`src/rtl/fifo_sync_ctrl.sv`:
```
`default_nettype none
// ============================================================================
// Module   : fifo_sync_ctrl
// Brief    : Single-clock FIFO with standard/FWFT read, programmable
//            almost-full/almost-empty, occupancy count and sticky error flags.
// Revision : 1.0 - initial release
// ============================================================================
module fifo_sync_ctrl #(
    parameter int DATA_WIDTH    = 8,
    parameter int ADDR_WIDTH    = 4,
    parameter bit FWFT          = 1'b0,
    parameter int AFULL_THRESH  = (2 ** ADDR_WIDTH) - 2,
    parameter int AEMPTY_THRESH = 2
) (
    input  logic                  clk,
    input  logic                  rst,
    input  logic                  wr_en,
    input  logic [DATA_WIDTH-1:0] wr_data,
    output logic                  full,
    output logic                  almost_full,
    input  logic                  rd_en,
    output logic [DATA_WIDTH-1:0] rd_data,
    output logic                  rd_valid,
    output logic                  empty,
    output logic                  almost_empty,
    output logic [ADDR_WIDTH:0]   level,
    output logic                  overflow,
    output logic                  underflow,
    input  logic                  clr_err
);

    localparam int                  c_depth_int = 2 ** ADDR_WIDTH;
    localparam logic [ADDR_WIDTH:0] c_depth     = (ADDR_WIDTH + 1)'(c_depth_int);
    localparam logic [ADDR_WIDTH:0] c_afull     = (ADDR_WIDTH + 1)'(AFULL_THRESH);
    localparam logic [ADDR_WIDTH:0] c_aempty    = (ADDR_WIDTH + 1)'(AEMPTY_THRESH);

    logic [DATA_WIDTH-1:0] r_mem [c_depth_int];
    logic [ADDR_WIDTH-1:0] r_wr_ptr;
    logic [ADDR_WIDTH-1:0] r_rd_ptr;
    logic [ADDR_WIDTH:0]   r_level;
    logic                  r_full;
    logic                  r_empty;
    logic                  r_afull;
    logic                  r_aempty;
    logic                  r_overflow;
    logic                  r_underflow;

    logic                  w_wr_acc;
    logic                  w_rd_acc;
    logic [ADDR_WIDTH:0]   w_level_nxt;

    // Acceptance uses only the registered flags, so a simultaneous opposite
    // access never rescues a write at full or a read at empty.
    assign w_wr_acc = wr_en & ~r_full;
    assign w_rd_acc = rd_en & ~r_empty;

    always_comb begin
        w_level_nxt = r_level;
        case ({w_wr_acc, w_rd_acc})
            2'b10:   w_level_nxt = r_level + 1'b1;
            2'b01:   w_level_nxt = r_level - 1'b1;
            default: w_level_nxt = r_level;
        endcase
    end

    // Flags are registered from the next level so they move on the same edge.
    always_ff @(posedge clk or posedge rst) begin
        if (rst) begin
            r_wr_ptr    <= '0;
            r_rd_ptr    <= '0;
            r_level     <= '0;
            r_full      <= 1'b0;
            r_empty     <= 1'b1;
            r_afull     <= 1'b0;
            r_aempty    <= 1'b1;
            r_overflow  <= 1'b0;
            r_underflow <= 1'b0;
        end else begin
            if (w_wr_acc) begin
                r_wr_ptr <= r_wr_ptr + 1'b1;
            end
            if (w_rd_acc) begin
                r_rd_ptr <= r_rd_ptr + 1'b1;
            end
            r_level     <= w_level_nxt;
            r_full      <= (w_level_nxt == c_depth);
            r_empty     <= (w_level_nxt == '0);
            r_afull     <= (w_level_nxt >= c_afull);
            r_aempty    <= (w_level_nxt <= c_aempty);
            r_overflow  <= (r_overflow  & ~clr_err) | (wr_en & r_full);
            r_underflow <= (r_underflow & ~clr_err) | (rd_en & r_empty);
        end
    end

    always_ff @(posedge clk) begin
        if (w_wr_acc) begin
            r_mem[r_wr_ptr] <= wr_data;
        end
    end

    generate
        if (FWFT) begin : g_fwft
            assign rd_data  = r_mem[r_rd_ptr];
            assign rd_valid = ~r_empty;
        end else begin : g_std
            logic [DATA_WIDTH-1:0] r_rd_data;
            logic                  r_rd_valid;

            always_ff @(posedge clk or posedge rst) begin
                if (rst) begin
                    r_rd_data  <= '0;
                    r_rd_valid <= 1'b0;
                end else begin
                    r_rd_valid <= w_rd_acc;
                    if (w_rd_acc) begin
                        r_rd_data <= r_mem[r_rd_ptr];
                    end
                end
            end

            assign rd_data  = r_rd_data;
            assign rd_valid = r_rd_valid;
        end
    endgenerate

    assign full         = r_full;
    assign almost_full  = r_afull;
    assign empty        = r_empty;
    assign almost_empty = r_aempty;
    assign level        = r_level;
    assign overflow     = r_overflow;
    assign underflow    = r_underflow;

endmodule
`default_nettype wire
```
`config.mk`:
```
export PLATFORM = sky130hd
export DESIGN_NAME = fifo_sync_ctrl
export DESIGN_NICKNAME = d
export VERILOG_FILES = /design/src/rtl/fifo_sync_ctrl.sv
export SDC_FILE = /design/constraint.sdc
export NUM_CORES = 1
export LEC_CHECK = 0
export ABC_AREA = 1
export BUFFER_PORTS_ARGS = -buffer_cell sky130_fd_sc_hd__clkbuf_2
export CORE_MARGIN = 10
export CORE_UTILIZATION = 25
export CTS_CLUSTER_SIZE = 8
export DETAILED_ROUTE_END_ITERATION = 16
export GPL_ROUTABILITY_DRIVEN = 0
export GPL_TIMING_DRIVEN = 0
export MAX_ROUTING_LAYER = met4
export PLACE_DENSITY_LB_ADDON = 0.2
export SLEW_MARGIN = 20
export SYNTH_ARGS = -nofsm -noshare
export SYNTH_HDL_FRONTEND = slang
export SYNTH_SLANG_ARGS = --single-unit
```
`constraint.sdc`:
```
create_clock -name clk -period 2.7 [get_ports clk]
set_input_delay 0.135 -clock clk [delete_from_list [all_inputs] [get_ports clk]]
set_output_delay 0.135 -clock clk [all_outputs]
set_load 0.005 [all_outputs]
```
# == After elaboration in Yosys (flattened, before gate mapping) ==
# Memories as Yosys holds them, arrays and structs flattened. A register that Yosys moved wholly into a read port is not among the register bits.
# Index checks and enable logic that the tools add are counted.
# classes
bitwise_logic,11
mux,3
addsub,4
eq_ne,3
order_cmp,2
n_reduce_logical,1
# ops
op,count
$pmux 5 s2,1
$add 4x1->4 const B,2
$and 1x1->1,6
$add 5x1->5 const B,1
$eq 5x5->1 const B,1
$ge 5x4->1 const B,1
$le 5x2->1 const B,1
$logic_not 5->1,1
$sub 5x1->5 const B,1
$not 1->1,3
$eq 2x1->1 const B,1
$eq 2x2->1 const B,1
$mux 1,2
$or 1x1->1,2
# totals
ramBits,128
mem_count,1
output_inout_bits,20
reg_bits,20
in_bits,13
# memory_table
memory,depth,width,read_ports,rd_ports_with_merged_regs,wr,line,rtl
r_mem,16,8,1,1,1,37,logic [DATA_WIDTH-1:0] r_mem [c_depth_int];

# == Longest topological paths before layout ==
# Gate-level depths: netlist of run 1.
# depth
ltp_word,5
depth_mapped,18

# == Worst setup path before layout of run 1 ==
# Ideal clock, no wire load.
# synth_path
path_kind,register to register
from,"register r_empty, in the netlist empty"
to,"register r_full, in the netlist full"
synth_period_minus_slack_ps,2168
arrival_time_ps,2096
setup_ps,71
stages_incl_launch_ff,15
slack_ps,532
n_path_buf,2
required_ps,2629
path_cell_list,dfstp_2 -> nor2_1 -> buf_2 -> ha_1 -> buf_6 -> nand2_1 -> inv_1 -> nor2_2 -> ha_1 -> inv_1 -> o21a_1 -> nand2_1 -> nor2_1 -> nand3_1 -> nor2_1
# synth_between
elab_chain_len,5
word_cells_on_any_way,6
cone_classes,3 x eq/ne; 1 x mux; 2 x bitwise
# synth_lines
element,line,rtl
from (decl),42,logic r_empty;
from (signal assigned),87,r_empty <= (w_level_nxt == '0);
$not 1->1 (*),55,assign w_rd_acc = rd_en & ~r_empty;
$and 1x1->1 (*),55,
net w_rd_acc,49,logic w_rd_acc;
$eq 2x1->1 / $eq 2x2->1 (equally long branches),59,"case ({w_wr_acc, w_rd_acc})"
$pmux 5 s2 (*),59,
$eq 5x5->1 (*),86,r_full <= (w_level_nxt == c_depth);
to (signal assigned),86,
to (decl),41,logic r_full;
# The timed path passes the listed nets; every way through them passes the cells marked *.
# A chain may end at the register's enable or synchronous reset.

# == Final worst setup path of run 1 ==
# layout_path
from,"register r_empty, in the netlist empty"
to,"register r_empty, in the netlist empty"
# layout_between
elab_chain_len,5
word_cells_on_any_way,6
cone_classes,2 x eq/ne; 1 x mux; 2 x bitwise; 1 x reduce/logical
# layout_lines
element,line
$not 1->1 (*),55
$and 1x1->1 (*),55
net w_rd_acc,49
$eq 2x1->1 / $eq 2x2->1 (equally long branches),59
$pmux 5 s2 (*),59
$logic_not 5->1 (*),87
# Marks and branches as above.

==> key figures, run 1 <==
Routing
  – Avg Vias per Cell: 4.443
  – Routed length per instance: 18.01 um
  – DRC viols: 0
  – DR pass1 iterations: 5
  – Vias after detailed routing: 4367
  – Iteration-0 DRC Markers: 301
  – Total Routed Length: 17700 um
  – Post-DRT Antenna Nets: 0

Global routing
  – Global-route wire length before repair: 26700 um
  – Gr usage total: 11.08%
  – Initial antenna violation count: 0
  – Vias in the first global route: 4405
  – Pin count of the biggest net entering global routing: 29
  – Grt total ovfl: 0

Critical path
  – Critical Path Max Stage Delay: 0.38 ns
  – Data required, critical path: 3.05 ns
  – Worst flop-to-flop path startpoint: empty
  – Setup CP Type: register to register
  – CP Max Fanout: 12
  – CP max stage cell: dfstp_2
  – Worst Setup End Kind: register
  – Crit start category: register
  – WP data arrival: 2.77 ns
  – Crit-path cells: nor2_2 -> clkbuf_4 -> ha_1 -> buf_6 -> nand2_1 -> inv_1 -> nor2_2 -> ha_1 -> inv_1 -> o21a_1 -> nand2_1 -> nor2_1 -> nand3_1 -> nor2_1
  – Worst Setup SP: empty

Synthesis
  – Post-Syn Instances: 580
  – Syn_nets: 601
  – Post-synth EDFFs: 128
  – Synthesized area: 6543 um2
  – Sequential fraction of the synthesis area: 69.50%
  – Post-synthesis cell type count: 31
  – Register bit count reported by yosys: 156
  – Ranking of synthesized cells by area: edfxtp_1, nand2_1, dfrtp_1
  – Syn. warnings: 0
  – Asr flop ratio synth: 17.95%
  – Leading area contributor after synthesis: edfxtp_1
  – Area share of the largest cell type after synthesis: 58.75%
  – Mean Syn Cell Area: 11.28 um2
  – Predominant post-synthesis flop cell: edfxtp_1

Power and ir drop
  – Combinational Power Share: 36.2%
  – Power Internal: 5288 uW
  – VDD IR max: 0.3163 mV
  – Psw: 3268 uW
  – Clock power frac: 26.1%
  – Pwr Density: 1107 nW/um2
  – Lkg Pwr: 0.002986 uW
  – Sw Share: 38.19%
  – Flop pwr share: 37.7%

Min path
  – Min-delay worst type: input pin to register
  – Worst Hold Launch: wr_data[2]

Job
  – Max-Cap Viols: 0

Finish
  – Post-layout nets: 656
  – Share of cells above drive strength 1: 15.59%
  – Non-filler cells, final: 983
  – Area growth, synth to finish: 18.15%
  – Antenna Cells: 0

Floorplan
  – Die area: 33040 um2
  – DIE HEIGHT: 181.8 um
  – Die X: 181.8 um
  – Core area: 25910 um2
  – Initial core utilization: 25.25%
  – Row count: 59
  – I/O pin count: 33

Clock tree
  – CTS root buf: clkbuf_16
  – Clk_lat worst skew: 0.42 ns
  – H-tree depth: 4
  – Clock Path Buffers: 2
  – Post-CTS Setup Bufs: 0
  – CTS tree: built
  – TritonCTS buffer count: 17
  – Clk sinks: 156
  – Clk slew on worst S/H paths: 0.07 ns

Place
  – DP Wirelength: 11930 um
  – DP Cell Count: 947
  – IO buf count: 32

STA
  – Final hold vios: 0
  – F_max: 412.2 MHz
  – Setup TNS Final: 0 ns
  – Final worst-path cycle share: 89.85%
  – Setup-failing EPs final: 0
  – Slew @ Worst Pin: 1.084 ns
  – RSZ-0062 raised after global routing: no
  – Slew Limit Fails: 0
  – Clock Skew: 0.01030 ns
  – Worst slew margin: 27.47%
  – Final min period: 2.426 ns

Run status
  – Outcome: finished clean
power by group through the flow:
stage	logic [uW]	registers [uW]	clock network (uW)
detailed placement	3110	3280	0
global placement	3080	3270	0
finish	3100	3230	2230
CTS	3130	3230	2290
floorplan	2020	3230	0
global route	3490	3280	2390
cells in the final DEF (no fill, tap or decap), types with 2 or more instances in the layout:
cell type      Yosys  layout
a21boi_0           3       3
a21oi_1           20      20
buf_2              7       6
buf_4              9       9
buf_6              6       6
clkbuf_1           1       3
clkbuf_16          0      17
clkbuf_2           1      33
clkinv_1           1       3
clkinv_4           0       2
clkinvlp_4         0       6
dfrtp_1           26      26
dfstp_2            2       2
dlygate4sd3_1      0       4
edfxtp_1         128     128
ha_1               8       8
inv_1             24      23
inv_2              4       5
nand2_1          177     177
nand3_1           68      68
nand3_2            2       2
nor2_1            47      42
nor2_2             2       7
o21ai_0           13      13
o21ai_1           10      10
o22ai_1            6       6
xor2_1             7       7
logic make-up after synthesis:
logic type	Yosys count	share of synthesized area, %
buffers and inverters	54	4.455
DFF	156	69.50
xor gates and xnor gates	8	1.071
adders and majority gates	8	1.530
AOI/OAI and AO/OA	54	4.437
and+or+nand+nor	300	19.01
synth_stat cells (7+ instances only):
master and number:
nor2_1 47, a21oi_1 20, edfxtp_1 128, xor2_1 7
o21ai_0 13, inv_1 24, buf_4 9, nand3_1 68
nand2_1 177, o21ai_1 10, ha_1 8, dfrtp_1 26
buf_2 7
worst paths after layout:
check	end	slack, ns	cells after the start
setup / recovery	empty	0.27	14
hold / removal	r_mem[13][2]	0.14	1
setup reg to reg	empty	0.27	14
hold reg to reg	rd_data[7]	0.49	2
max in group asynchronous	rd_data[6]	1.96	3
min in group asynchronous	level[4]	0.33	3
per-layer routing:
| metal | global-route usage [%] | vias to the layer above | wire length [um] |
|---|---|---|---|
| met2 | 17.67 | 101 | 8625 |
| met3 | 2.087 | 17 | 677 |
| met4 | 4.100 | 0 | 276 |
| li1 | - | 2086 | - |
| met5 | - | - | 0 |
| met1 | 13.73 | 2163 | 8122 |
area by class of cell:
class	count	area [um2]
clock buffers	19	432.9
repair buffers	36	200.2
inverters	29	108.9
fillers	2616	18180
well taps	335	419.2
flip-flops and latches	156	4547
clock inverters	13	120.1
plain buffers	25	185.2
multi-input cells	370	1717
critical path, delay by kind of cell (launching register included):
family / cells / cell delay, ns
and+or+nand+nor: 7 / 0.77
buffers and inverters: 4 / 0.59
AOI/OAI and AO/OA: 1 / 0.17
adders and majority gates: 2 / 0.45
DFF: 1 / 0.38
sequential cells by signal (all words and copies together), names as in the netlist:
| signal | count |
|---|---|
| almost_empty | 1 |
| almost_full | 1 |
| empty | 1 |
| full | 1 |
| level | 5 |
| overflow | 1 |
| r_mem | 128 |
| r_rd_ptr | 4 |
| r_wr_ptr | 4 |
| rd_data | 8 |
| rd_valid | 1 |
| underflow | 1 |
what timing repair did:
item | in CTS | in global routing
hold endpoints to repair | 2 | 26
gates resized for setup | 0 | 2
hold buffers | 3 | 1
endpoints found under the setup margin | 0 | 5
per-stage QoR:
step / worst slack (ns) / hold WS [ns] / power (uW) / utilization, % / cell area (um2)
final: 0.2740 / 0.1375 / 8556 / 29.83 / 7730
after CTS: 0.03457 / 0.02634 / 8656 / 29.76 / 7710
after floorplan: 0.5321 / 0.1989 / 5249 / - / 6543
after global placement: 0.03718 / 0.3411 / 6349 / 27.49 / 7122
after detailed placement: 0.04853 / 0.3489 / 6396 / 27.50 / 7127
after global routing: 0.001237 / 0.1561 / 9153 / 29.83 / 7730
Power figures use the tool's default switching activity.
==> run 2, diff against run 1 <==
--- a/config.mk
+++ b/config.mk
@@ -17,3 +17,2 @@
 export PLACE_DENSITY_LB_ADDON = 0.2
-export SLEW_MARGIN = 20
 export SYNTH_ARGS = -nofsm -noshare
--- a/constraint.sdc
+++ b/constraint.sdc
@@ -3,2 +3,2 @@
 set_output_delay 0.135 -clock clk [all_outputs]
-set_load 0.005 [all_outputs]
+set_load 0.01 [all_outputs]
==> key figures, run 2 (synthesis gave the netlist of run 1 again) <==
Run status
  – Outcome: finished, violations left
  – Failing checks: negative hold slack

Power and ir drop
  – Final Power: 8800 uW
  – VDD IR max: 0.5157 mV
  – Lkg Pwr: 0.003036 uW
  – Pwr Density: 1134 nW/um2

STA
  – Slew @ Worst Pin: 1.229 ns
  – RSZ-0062 raised after global routing: no
  – Clock Skew: 0.006366 ns
  – Setup-failing EPs final: 0
  – F_max: 415.8 MHz
  – Final worst slack: 0.2952 ns
  – Worst slew margin: 17.75%
  – Final hold vios: 26
  – Setup TNS Final: 0 ns
  – Slew Limit Fails: 0
  – Final min period: 2.405 ns
  – Final worst-path cycle share: 89.07%
  – Worst Hold Slack: -0.01914 ns

Global routing
  – Vias in the first global route: 4435
  – Grt total ovfl: 0
  – Gr usage total: 11.31%
  – Initial antenna violation count: 0
  – Global-route wire length before repair: 27120 um
  – Pin count of the biggest net entering global routing: 29

Critical path
  – WP data arrival: 2.72 ns
  – CP Max Fanout: 9
  – Setup CP Type: register to register
  – Worst Setup End Kind: register
  – Data required, critical path: 3.01 ns
  – Crit start category: register

Floorplan
  – Die area: 33040 um2
  – Core area: 25910 um2
  – Row count: 59
  – DIE HEIGHT: 181.8 um
  – Initial core utilization: 25.25%
  – Die X: 181.8 um
  – I/O pin count: 33

Clock tree
  – Clock Path Buffers: 2
  – Post-CTS Setup Bufs: 0
  – TritonCTS buffer count: 17
  – CTS tree: built
  – H-tree depth: 4
  – CTS root buf: clkbuf_16
  – Clk_lat worst skew: 0.42 ns
  – Clk slew on worst S/H paths: 0.07 ns
  – Clk sinks: 156

Finish
  – Antenna Cells: 0
  – Post-layout nets: 655
  – Most common cell after layout, fill and taps aside: nand2_1
  – Biggest register: r_mem
  – Most frequent cells in the layout: nand2_1, edfxtp_1, nand3_1
  – Final Util: 29.95%
  – Share of cells above drive strength 1: 15.46%
  – Area growth, synth to finish: 18.63%
  – Max FFs per register: 128

Routing
  – Iteration-0 DRC Markers: 259
  – Avg Vias per Cell: 4.388
  – Total Routed Length: 17910 um
  – DR pass1 iterations: 5
  – Post-DRT Antenna Nets: 0
  – Vias after detailed routing: 4309
  – Routed length per instance: 18.23 um
  – DRC viols: 0

Place
  – Placement Setup Slack: 0.04683 ns
  – DP Wirelength: 11940 um
  – IO buf count: 32

Job
  – Max-Cap Viols: 0

Min path
  – Min-delay worst type: input pin to async pin
-- run 2: cell count changes in the layout (fill, tap and decap cells not counted), sizes merged --
cell and delta:
buf +1, bufinv +1, clkbuf -3, clkinvlp -6, dlygate4sd3 -1, inv +7
-- run 2: final timing paths --
kind / slack [ns] / endpoint / start / depth (start not counted)
max in group asynchronous: 2.03 / r_wr_ptr[2] / rst / 2
worst min-delay path: -0.02 / underflow / rst / 2
min in group clk: 0.14 / r_mem[3][2] / wr_data[2] / 1
worst min register to register: 0.49 / rd_data[7] / rd_data[7] / 2
worst max register to register: 0.30 / almost_full / full / 15
worst max-delay path: 0.30 / almost_full / full / 15
-- run 2: per-layer routing --
metal	up-vias	GRT usage, %	share of wire, %
li1	2090	-	-
met1	2112	13.80	45
met2	88	18.23	50
met3	19	2.505	3.4
met4	0	3.742	1.8
met5	-	-	0
-- run 2: repair_timing --
item / in CTS / in global routing
endpoints found under the hold margin: 2 / 0
hold buffers: 3 / 0
resized for setup: 0 / 3
endpoints found under the setup margin: 0 / 5
-- run 2: area by class of cell --
type	count	area [um2]
plain buffers	25	185.2
clock buffers	17	425.4
clock inverters	15	178.9
fillers	2605	18150
inverters	29	108.9
multi-input cells	370	1707
flip-flops and latches	156	4547
well taps	335	419.2
repair buffers	35	190.2
-- run 2: power breakdown --
part           total [uW]  switching (uW)  internal [uW]
Clock                2440            1040           1400
Sequential           3230             213           3020
Combinational        3120            2130            998
-- run 2: metrics by stage --
stage	hold WS, ns	area, um2	std cells
global placement	0.3411	7122	947
detailed placement	0.3512	7122	947
floorplan	0.1989	6543	580
CTS	0.008309	7756	982
global route	0.06640	7761	982
finish	-0.01914	7761	982
-- run 2: worst max-delay path, cell delays in order (launching register included) --
cell      delay, ns
dfrtp_1        0.41
nor2_2         0.37
inv_1          0.12
ha_1           0.22
buf_6          0.13
nand2_1        0.05
inv_1          0.06
nor2_2         0.10
ha_1           0.15
inv_1          0.04
nand2_1        0.09
nand3_1        0.12
nand3b_1       0.11
nand2_1        0.07
a21boi_1       0.17
nand2_1        0.07
